**src/rtl/isa_bus_initiator.sv**
```systemverilog
// rtl/isa_bus_initiator.sv - ISA bus cycle generator (host end of the ISA slave interface)
//
// Turns a request/response handshake into one 8-bit IOR/IOW/MEMR/MEMW bus
// cycle: ADDR (ALE pulse) -> CMD (strobe low, wait/0WS/timeout) -> HOLD
// (response) -> RECOVER (bus idle) -> IDLE. Every output is registered.
//
// Ports:
//   clk, busreset               clock, synchronous active-high reset
//   req_valid/ready/write/io    request handshake and cycle type
//   req_addr[19:0], req_wdata   request address and write data
//   rsp_valid, rsp_rdata,       one-clock completion pulse, read data,
//   rsp_timeout                 timeout qualifier
//   bus_a, bus_ale, bus_aen     address, address latch enable, address enable
//   bus_*_l                     active-low command strobes
//   bus_d_out, bus_d_oe,        split data bus (the tristate lives on the board)
//   bus_d_in
//   bus_rdy, bus_0ws_l          wait-state request, zero-wait-state request
module isa_bus_initiator #(
  parameter int CMD_CYCLES = 4,
  parameter int RECOVERY   = 2,
  parameter int TIMEOUT    = 64
) (
  input  logic        clk,
  input  logic        busreset,
  input  logic        req_valid,
  output logic        req_ready,
  input  logic        req_write,
  input  logic        req_io,
  input  logic [19:0] req_addr,
  input  logic [7:0]  req_wdata,
  output logic        rsp_valid,
  output logic [7:0]  rsp_rdata,
  output logic        rsp_timeout,
  output logic [19:0] bus_a,
  output logic        bus_ale,
  output logic        bus_aen,
  output logic        bus_ior_l,
  output logic        bus_iow_l,
  output logic        bus_memr_l,
  output logic        bus_memw_l,
  output logic [7:0]  bus_d_out,
  output logic        bus_d_oe,
  input  logic [7:0]  bus_d_in,
  input  logic        bus_rdy,
  input  logic        bus_0ws_l
);

  localparam int CW = $clog2(TIMEOUT + 1);
  localparam int RW = (RECOVERY > 1) ? $clog2(RECOVERY + 1) : 1;

  typedef enum logic [2:0] {S_IDLE, S_ADDR, S_CMD, S_HOLD, S_RECOVER} state_t;

  state_t        state_q, state_d;
  logic [CW-1:0] cnt_q, cnt_d;
  logic [RW-1:0] rec_q, rec_d;
  logic          wr_q, wr_d;
  logic          io_q, io_d;
  logic          req_ready_q, req_ready_d;
  logic          rsp_valid_q, rsp_valid_d;
  logic [7:0]    rsp_rdata_q, rsp_rdata_d;
  logic          rsp_timeout_q, rsp_timeout_d;
  logic [19:0]   bus_a_q, bus_a_d;
  logic          bus_ale_q, bus_ale_d;
  logic          bus_aen_q, bus_aen_d;
  logic          bus_ior_l_q, bus_ior_l_d;
  logic          bus_iow_l_q, bus_iow_l_d;
  logic          bus_memr_l_q, bus_memr_l_d;
  logic          bus_memw_l_q, bus_memw_l_d;
  logic [7:0]    bus_d_out_q, bus_d_out_d;
  logic          bus_d_oe_q, bus_d_oe_d;

  logic end_normal, end_zws, end_tmo, cmd_exit, in_cycle, in_cmd;

  always_comb begin
    end_normal = (cnt_q >= CW'(CMD_CYCLES)) && bus_rdy;
    end_zws    = (cnt_q >= CW'(2)) && !bus_0ws_l && bus_rdy;
    // Timeout ends the cycle even when the slave is still holding rdy low.
    end_tmo    = (cnt_q == CW'(TIMEOUT));
    cmd_exit   = end_normal || end_zws || end_tmo;

    state_d       = state_q;
    cnt_d         = cnt_q;
    rec_d         = rec_q;
    wr_d          = wr_q;
    io_d          = io_q;
    bus_a_d       = bus_a_q;
    bus_d_out_d   = bus_d_out_q;
    rsp_rdata_d   = rsp_rdata_q;
    rsp_timeout_d = 1'b0;

    case (state_q)
      S_IDLE: begin
        if (req_valid && req_ready_q) begin
          wr_d    = req_write;
          io_d    = req_io;
          // I/O cycles only decode 16 address bits; keep the top nibble quiet.
          bus_a_d = req_io ? {4'h0, req_addr[15:0]} : req_addr;
          if (req_write) bus_d_out_d = req_wdata;
          state_d = S_ADDR;
        end
      end
      S_ADDR: begin
        cnt_d   = CW'(1);
        state_d = S_CMD;
      end
      S_CMD: begin
        if (cmd_exit) begin
          state_d       = S_HOLD;
          rsp_timeout_d = end_tmo;
          if (!wr_q) rsp_rdata_d = end_tmo ? 8'hFF : bus_d_in;
        end else begin
          // Not exiting implies cnt_q < TIMEOUT, so this cannot wrap.
          cnt_d = cnt_q + CW'(1);
        end
      end
      S_HOLD: begin
        if (RECOVERY == 0) begin
          state_d = S_IDLE;
        end else begin
          rec_d   = RW'(1);
          state_d = S_RECOVER;
        end
      end
      S_RECOVER: begin
        if (rec_q >= RW'(RECOVERY)) state_d = S_IDLE;
        else                        rec_d   = rec_q + RW'(1);
      end
      default: state_d = S_IDLE;
    endcase

    // Outputs are decoded from the next state so they change with the state register.
    in_cycle     = (state_d == S_ADDR) || (state_d == S_CMD) || (state_d == S_HOLD);
    in_cmd       = (state_d == S_CMD);
    req_ready_d  = (state_d == S_IDLE);
    rsp_valid_d  = (state_d == S_HOLD);
    bus_ale_d    = (state_d == S_ADDR);
    bus_aen_d    = !in_cycle;
    bus_d_oe_d   = in_cycle && wr_d;
    bus_ior_l_d  = !(in_cmd &&  io_d && !wr_d);
    bus_iow_l_d  = !(in_cmd &&  io_d &&  wr_d);
    bus_memr_l_d = !(in_cmd && !io_d && !wr_d);
    bus_memw_l_d = !(in_cmd && !io_d &&  wr_d);
  end

  always_ff @(posedge clk) begin
    if (busreset) begin
      state_q       <= S_IDLE;
      cnt_q         <= '0;
      rec_q         <= '0;
      wr_q          <= 1'b0;
      io_q          <= 1'b0;
      req_ready_q   <= 1'b0;
      rsp_valid_q   <= 1'b0;
      rsp_rdata_q   <= 8'hFF;
      rsp_timeout_q <= 1'b0;
      bus_a_q       <= '0;
      bus_ale_q     <= 1'b0;
      bus_aen_q     <= 1'b1;
      bus_ior_l_q   <= 1'b1;
      bus_iow_l_q   <= 1'b1;
      bus_memr_l_q  <= 1'b1;
      bus_memw_l_q  <= 1'b1;
      bus_d_out_q   <= '0;
      bus_d_oe_q    <= 1'b0;
    end else begin
      state_q       <= state_d;
      cnt_q         <= cnt_d;
      rec_q         <= rec_d;
      wr_q          <= wr_d;
      io_q          <= io_d;
      req_ready_q   <= req_ready_d;
      rsp_valid_q   <= rsp_valid_d;
      rsp_rdata_q   <= rsp_rdata_d;
      rsp_timeout_q <= rsp_timeout_d;
      bus_a_q       <= bus_a_d;
      bus_ale_q     <= bus_ale_d;
      bus_aen_q     <= bus_aen_d;
      bus_ior_l_q   <= bus_ior_l_d;
      bus_iow_l_q   <= bus_iow_l_d;
      bus_memr_l_q  <= bus_memr_l_d;
      bus_memw_l_q  <= bus_memw_l_d;
      bus_d_out_q   <= bus_d_out_d;
      bus_d_oe_q    <= bus_d_oe_d;
    end
  end

  assign req_ready   = req_ready_q;
  assign rsp_valid   = rsp_valid_q;
  assign rsp_rdata   = rsp_rdata_q;
  assign rsp_timeout = rsp_timeout_q;
  assign bus_a       = bus_a_q;
  assign bus_ale     = bus_ale_q;
  assign bus_aen     = bus_aen_q;
  assign bus_ior_l   = bus_ior_l_q;
  assign bus_iow_l   = bus_iow_l_q;
  assign bus_memr_l  = bus_memr_l_q;
  assign bus_memw_l  = bus_memw_l_q;
  assign bus_d_out   = bus_d_out_q;
  assign bus_d_oe    = bus_d_oe_q;

endmodule

```
**config.mk**
```make
export PLATFORM = sky130hd
export DESIGN_NAME = isa_bus_initiator
export DESIGN_NICKNAME = d
export VERILOG_FILES = /design/src/rtl/isa_bus_initiator.sv
export SDC_FILE = /design/constraint.sdc
export NUM_CORES = 1
export LEC_CHECK = 0
export BUFFER_PORTS_ARGS = -buffer_cell sky130_fd_sc_hd__buf_2
export CAP_MARGIN = 10
export CORE_ASPECT_RATIO = 0.8
export CORE_MARGIN = 2
export CORE_UTILIZATION = 48
export CTS_CLUSTER_DIAMETER = 40
export DETAILED_ROUTE_END_ITERATION = 8
export HOLD_SLACK_MARGIN = 0.08
export PLACE_DENSITY = 0.79
export SLEW_MARGIN = 20
export SYNTH_ARGS = -nofsm -noshare
export SYNTH_HDL_FRONTEND = slang
export SYNTH_SLANG_ARGS = --single-unit
```
**constraint.sdc**
```tcl
create_clock -name clk -period 2.9 [get_ports clk]
set_input_delay 0.58 -clock clk [delete_from_list [all_inputs] [get_ports clk]]
set_output_delay 0.58 -clock clk [all_outputs]
set_load 0.02 [all_outputs]
```
* Word-level counts from Yosys, hierarchy flattened
Cells that the tools add are included.
** Word-level totals
- Register bits after elaboration :: 60
- Latch bits :: 0
- Memory bits (writable) :: 0
- Bits in read-only memories :: 0
- Bits of input ports :: 43
- Output and inout bits :: 46
- Word-level logic and storage cells :: 83
- Memories kept :: 0
** Cells by class
- Add/subtract/negate cells :: 2
- Multiply operators :: 0
- Divide/modulo/power cells :: 0
- Order comparisons :: 3
- Eq/ne operators :: 10
- Shift-type cells :: 0
- Multiplexer cells :: 14
- Bitwise logic cells :: 3
- Reduce and logical (&&, ||, !) cells :: 33
** Operators by type and width (count)
- $mux 20 :: 1
- $pmux 3 s5 :: 1
- $pmux 7 s2 :: 1
- $eq 3x2->1 const B :: 4
- $logic_and 1x1->1 :: 11
- $mux 3 :: 3
- $logic_not 1->1 :: 8
- $mux 8 :: 1
- $add 7x1->7 const B :: 1
- $eq 7x7->1 const B :: 1
- $ge 7x2->1 const B :: 1
- $ge 7x3->1 const B :: 1
- $mux 7 :: 1
- $eq 3x1->1 const B :: 2
- $logic_not 3->1 :: 2
- $reduce_and 2->1 :: 3
- $reduce_and 3->1 :: 2
- $logic_or 1x1->1 :: 4
- $mux 1 :: 4
- $ne 2x2->1 const B :: 2
- $pmux 2 s2 :: 1
- $reduce_bool 2->1 :: 2
- $eq 3x3->1 const B :: 1
- $not 1->1 :: 3
- 4 further kinds :: 4

* Depth between registers and ports, before layout
- Depth after elaboration :: 11
- Gate-level depth with buffers :: 9
- Depth with buffers taken out :: 7

* Worst setup path before layout
OpenSTA, ideal clock, no wires.
- Path type :: register to register
- Start :: register cnt_q[2]
- End :: register cnt_q[5]
- Library setup time :: 0.071 ns
- Arrival :: 1.912 ns
- Required time :: 2.829 ns
- Slack :: 0.917 ns
- Stages on the path, launching flop included :: 7
- Path buffers :: 1
- Clock period less this slack :: 1.983 ns
- Cells stage by stage :: dfxtp_1 > or4_4 > o311ai_4 > o211ai_4 > buf_6 > or3_1 > a21oi_1
** Between the ends
- Cells in the longest elaborated chain, start to end :: 7
- Elaborated cells between the ends (all ways) :: 13
- Those cells by class :: add/sub: 1; order compare: 2; eq/ne: 2; mux: 2; reduce/logical: 6
** Ends and longest elaborated chain
- start: declaration :: RTL line 54 : logic [CW-1:0] cnt_q, cnt_d;
- start signal: assignment :: RTL line 167 : cnt_q <= cnt_d;
- $ge 7x2->1 :: RTL line 76 : end_zws = (cnt_q >= CW'(2)) && !bus_0ws_l && bus_rdy;
- $logic_and 1x1->1 (2 in a row) :: RTL line 76
- $logic_or 1x1->1 (2 in a row) :: RTL line 79 : cmd_exit = end_normal || end_zws || end_tmo;
- $ne 2x2->1 (no source line)
- $reduce_and 2->1 (no source line)
Parallel ways exist; a longest one is shown, timed or not. The select of a mux whose other input is x is not followed.
A chain may end at the register's enable or synchronous reset.

* Worst setup path in the final report
- Start :: register cnt_q[2]
- End :: register rsp_rdata_q[3] (netlist: rsp_rdata[3])
** Between the ends
- Cells in the longest elaborated chain, start to end :: 6
- Elaborated cells between the ends (all ways) :: 10
- Those cells by class :: order compare: 2; eq/ne: 1; mux: 1; reduce/logical: 6
** Ends and longest elaborated chain
- $ge 7x2->1 :: RTL line 76
- $logic_and 1x1->1 (2 in a row) :: RTL line 76
- $logic_or 1x1->1 (2 in a row) :: RTL line 79
- $reduce_and 3->1 (no source line)
- end signal: assignment :: RTL line 173 : rsp_rdata_q <= rsp_rdata_d;
- end: declaration :: RTL line 60 : logic [7:0] rsp_rdata_q, rsp_rdata_d;
Parallel ways exist; a longest one is shown, timed or not.

==> impl_metrics.py <==
metrics = {
    "synth": {
        "ys_ff_latch": 60,
        "syn_avg_cell_area_um2": 8.492,
        "ys_seq_area_share_pct": 50.16,
        "synth.distinct_cells": 40,
        "yosys-top-cells-area": "dfxtp_1 (50%), a21oi_1 (9.8%), nand2_1 (9.1%), nor2_1 (3.0%), nand3_1 (2.5%)",
        "synth_warnings": 0,
        "yosys.area.top_type": "dfxtp_1",
        "synthCells": 282,
        "synth_fp_nets": 328,
        "syn-cell-area_um2": 2395,
        "yosysTopAreaCellShare_pct": 50.16,
    },
    "grt": {
        "grt_pass1_vias": 1970,
        "grt_pass1_wl_um": 9170,
        "grt-ovfl-total": 0,
        "grt_max_degree": 51,
        "antenna_found_initial": 0,
        "track_usage_pct": 21.06,
    },
    "worst_setup_path": {
        "slowest_stage": "or4_4",
        "worstPathRequired_ns": 3.17,
        "cp.arrival_ns": 2.44,
        "max_stage_delay_ns": 0.58,
        "critPathKind": "flop to flop",
        "cp-start-kind": "flop",
        "cp_cell_sequence": "or4_4 > or2_1 > a211oi_4 > nor3_1 > a21oi_1",
        "crit_family": "simple AND/OR/NAND/NOR gates",
        "cp-end-kind": "flop",
        "timing.critical_path.buf_inv": 0,
        "cp_max_fo": 16,
    },
    "final_layout": {
        "antenna_cells_inserted": 0,
        "drive_gt1_share_pct": 31.62,
        "layout_common_cells": "buf_2 (88), dfxtp_1 (60), nand2_1 (58), a21oi_1 (47), nor2_1 (19)",
        "final_common_cell": "buf_2",
        "stdcell_area_um2": 3019,
        "syn_to_final_growth_pct": 26.07,
        "fin_nets": 411,
    },
    "route": {
        "drc": 0,
        "dr_wl_met3_um": 372,
        "met2WireLength_um": 2453,
        "drt-vias-per-instance": 5.163,
        "drtIter0Drc": 133,
        "num_vias": 2220,
        "wl_per_cell_um": 12.72,
        "wl_um": 5470,
        "met1_length_um": 2543,
        "drt_pass1_iterations": 4,
        "antenna_left": 0,
        "top_layer": "met4",
    },
    "cts": {
        "cts_resized": 0,
        "cts.reportedPaths.clkPinSlew_ns": 0.07,
        "cts_htree_levels": 3,
        "cts_tree": "built",
        "clock_latency_ns": 0.34,
        "clk_path_buf_depth": 2,
        "cts_made_buffers": 9,
        "holdBufCountCts": 0,
        "cts_setup_buffers": 0,
        "cts.sinks": 60,
        "clock_tree.root_cell": "clkbuf_8",
    },
    "sta": {
        "slew_viol_final": 0,
        "final.setup.tns_ns": 0,
        "finalCritPeriodShare_pct": 74.72,
        "finClkSkew_ns": 0.01098,
        "period_minus_slack_ns": 2.167,
        "fmax_ghz": 0.4615,
        "setup_viol": 0,
        "relSlewSlack_pct": 61.52,
        "finalHoldViolCount": 0,
        "rsz0062_at_grt": "false",
        "worst_pin_slew_ns": 0.5754,
    },
    "worst_hold_path": {
        "hold_class": "flop to flop",
    },
    "power_and_ir_drop": {
        "power_frac_seq_pct": 47.9,
        "clock_power_share_pct": 41.1,
        "vdd_drop_max_uv": 354.9,
        "netSwitchingPower_mw": 0.4705,
        "p_int_mw": 1.343,
        "power-per-cell-area_nw_per_um2": 600.6,
        "combPwrFrac_pct": 11.0,
        "switching_share_pct": 25.95,
        "leakagePower_nw": 1.268,
    },
    "status": {
        "status": "finished clean",
    },
    "placement": {
        "dpl.hpwl_um": 3815,
        "dpl-instance-area_um2": 2818,
        "place_congestion": 0.7581,
        "port_buffers": 88,
    },
    "die": {
        "fp.dieW_um": 82.97,
        "core_area_um2": 4707,
        "row_count": 22,
        "ios": 89,
        "dieArea_um2": 5574,
        "die_y_um": 67.18,
        "initial_core_util_pct": 50.88,
    },
    "job": {
        "maxCapViolations": 0,
    },
}
-- layer usage --
layer	track usage (%)	vias up
met5	0	-
met4	8.811	0
met3	7.457	10
met2	32.96	81
met1	26.84	995
li1	-	1134
-- sequential cells by signal (all words and copies together) (netlist names) --
register     count
bus_a           20
bus_d_out        8
rsp_rdata        8
cnt_q            7
state_q          3
rec_q            2
bus_aen          1
bus_ale          1
bus_d_oe         1
bus_ior_l        1
bus_iow_l        1
bus_memr_l       1
bus_memw_l       1
io_q             1
req_ready        1
rsp_timeout      1
rsp_valid        1
wr_q             1
-- synth_stat cells, drive strengths merged --
| master | count |
|---|---|
| o41ai | 1 |
| or2 | 3 |
| and3 | 4 |
| a21o | 1 |
| a211oi | 2 |
| nor3b | 2 |
| ha | 3 |
| o31ai | 1 |
| inv | 5 |
| nand2 | 58 |
| nand3 | 12 |
| and2 | 1 |
| and2b | 1 |
| nor4 | 1 |
| or4 | 2 |
| or2b | 2 |
| o211ai | 3 |
| nor2 | 19 |
| buf | 7 |
| a21oi | 47 |
| o32a | 1 |
| o311ai | 1 |
| nor2b | 1 |
| dfxtp | 60 |
| nor3 | 12 |
| nand3b | 5 |
| nand4 | 2 |
| mux2i | 1 |
| or3 | 4 |
| clkbuf | 12 |
| o21ai | 6 |
| a21boi | 1 |
| a22oi | 1 |
-- kinds of logic (layout without fill, tap and decap cells) --
logic type | after synthesis | after routing | synth area share, %
adder cells (fa/ha/maj) | 3 | 3 | 1.568
multiplexers | 1 | 1 | 0.4180
buffers and inverters | 24 | 112 | 5.590
AND/OR/NAND/NOR | 129 | 129 | 25.39
AO/OA/AOI/OAI | 65 | 65 | 16.88
flip-flops | 60 | 60 | 50.16
-- layout make-up --
class                   count  area (um2)
inverters                   5       18.77
fillers                   412        1688
well taps                  60       75.07
clock inverters             6       63.81
flip-flops and latches     60        1201
multi-input cells         198        1060
clock buffers              10       137.6
repair buffers             91       462.9
-- through the flow --
step           power [mW]  hold slack (ns)  worst slack [ns]  std cells  utilization, %
2_1_floorplan       1.014           0.4402            0.9167        282               -
3_3_place_gp        1.081           0.4361            0.8148        414           59.86
3_5_place_dp        1.086           0.4420            0.7511        414           59.86
4_1_cts             1.829           0.4509            0.7282        430           64.14
5_1_grt             1.902           0.4660            0.5430        430           64.14
6_report            1.813           0.4470            0.7330        430           64.14
-- power groups by stage --
stage | Combinational [mW] | Sequential [mW] | Clock, mW
6_report | 0.199 | 0.869 | 0.745
5_1_grt | 0.221 | 0.873 | 0.807
4_1_cts | 0.200 | 0.869 | 0.760
3_5_place_dp | 0.198 | 0.888 | 0
3_3_place_gp | 0.194 | 0.887 | 0
2_1_floorplan | 0.100 | 0.914 | 0
-- worst min-delay path, delay by kind of cell, from the launching register on --
family          cells  cell delay (ns)
flops               1             0.31
compound gates      1             0.05
simple gates        1             0.05
-- worst paths after layout --
| kind | start | endpoint | slack, ns | depth (start not counted) |
|---|---|---|---|---|
| worst min register to register | bus_a[19] | bus_a[19] | 0.45 | 2 |
| worst max-delay path | cnt_q[2] | rsp_rdata[3] | 0.73 | 5 |
| worst max register to register | cnt_q[2] | rsp_rdata[3] | 0.73 | 5 |
| worst min-delay path | bus_a[19] | bus_a[19] | 0.45 | 2 |
Power figures use the tool's default switching activity.
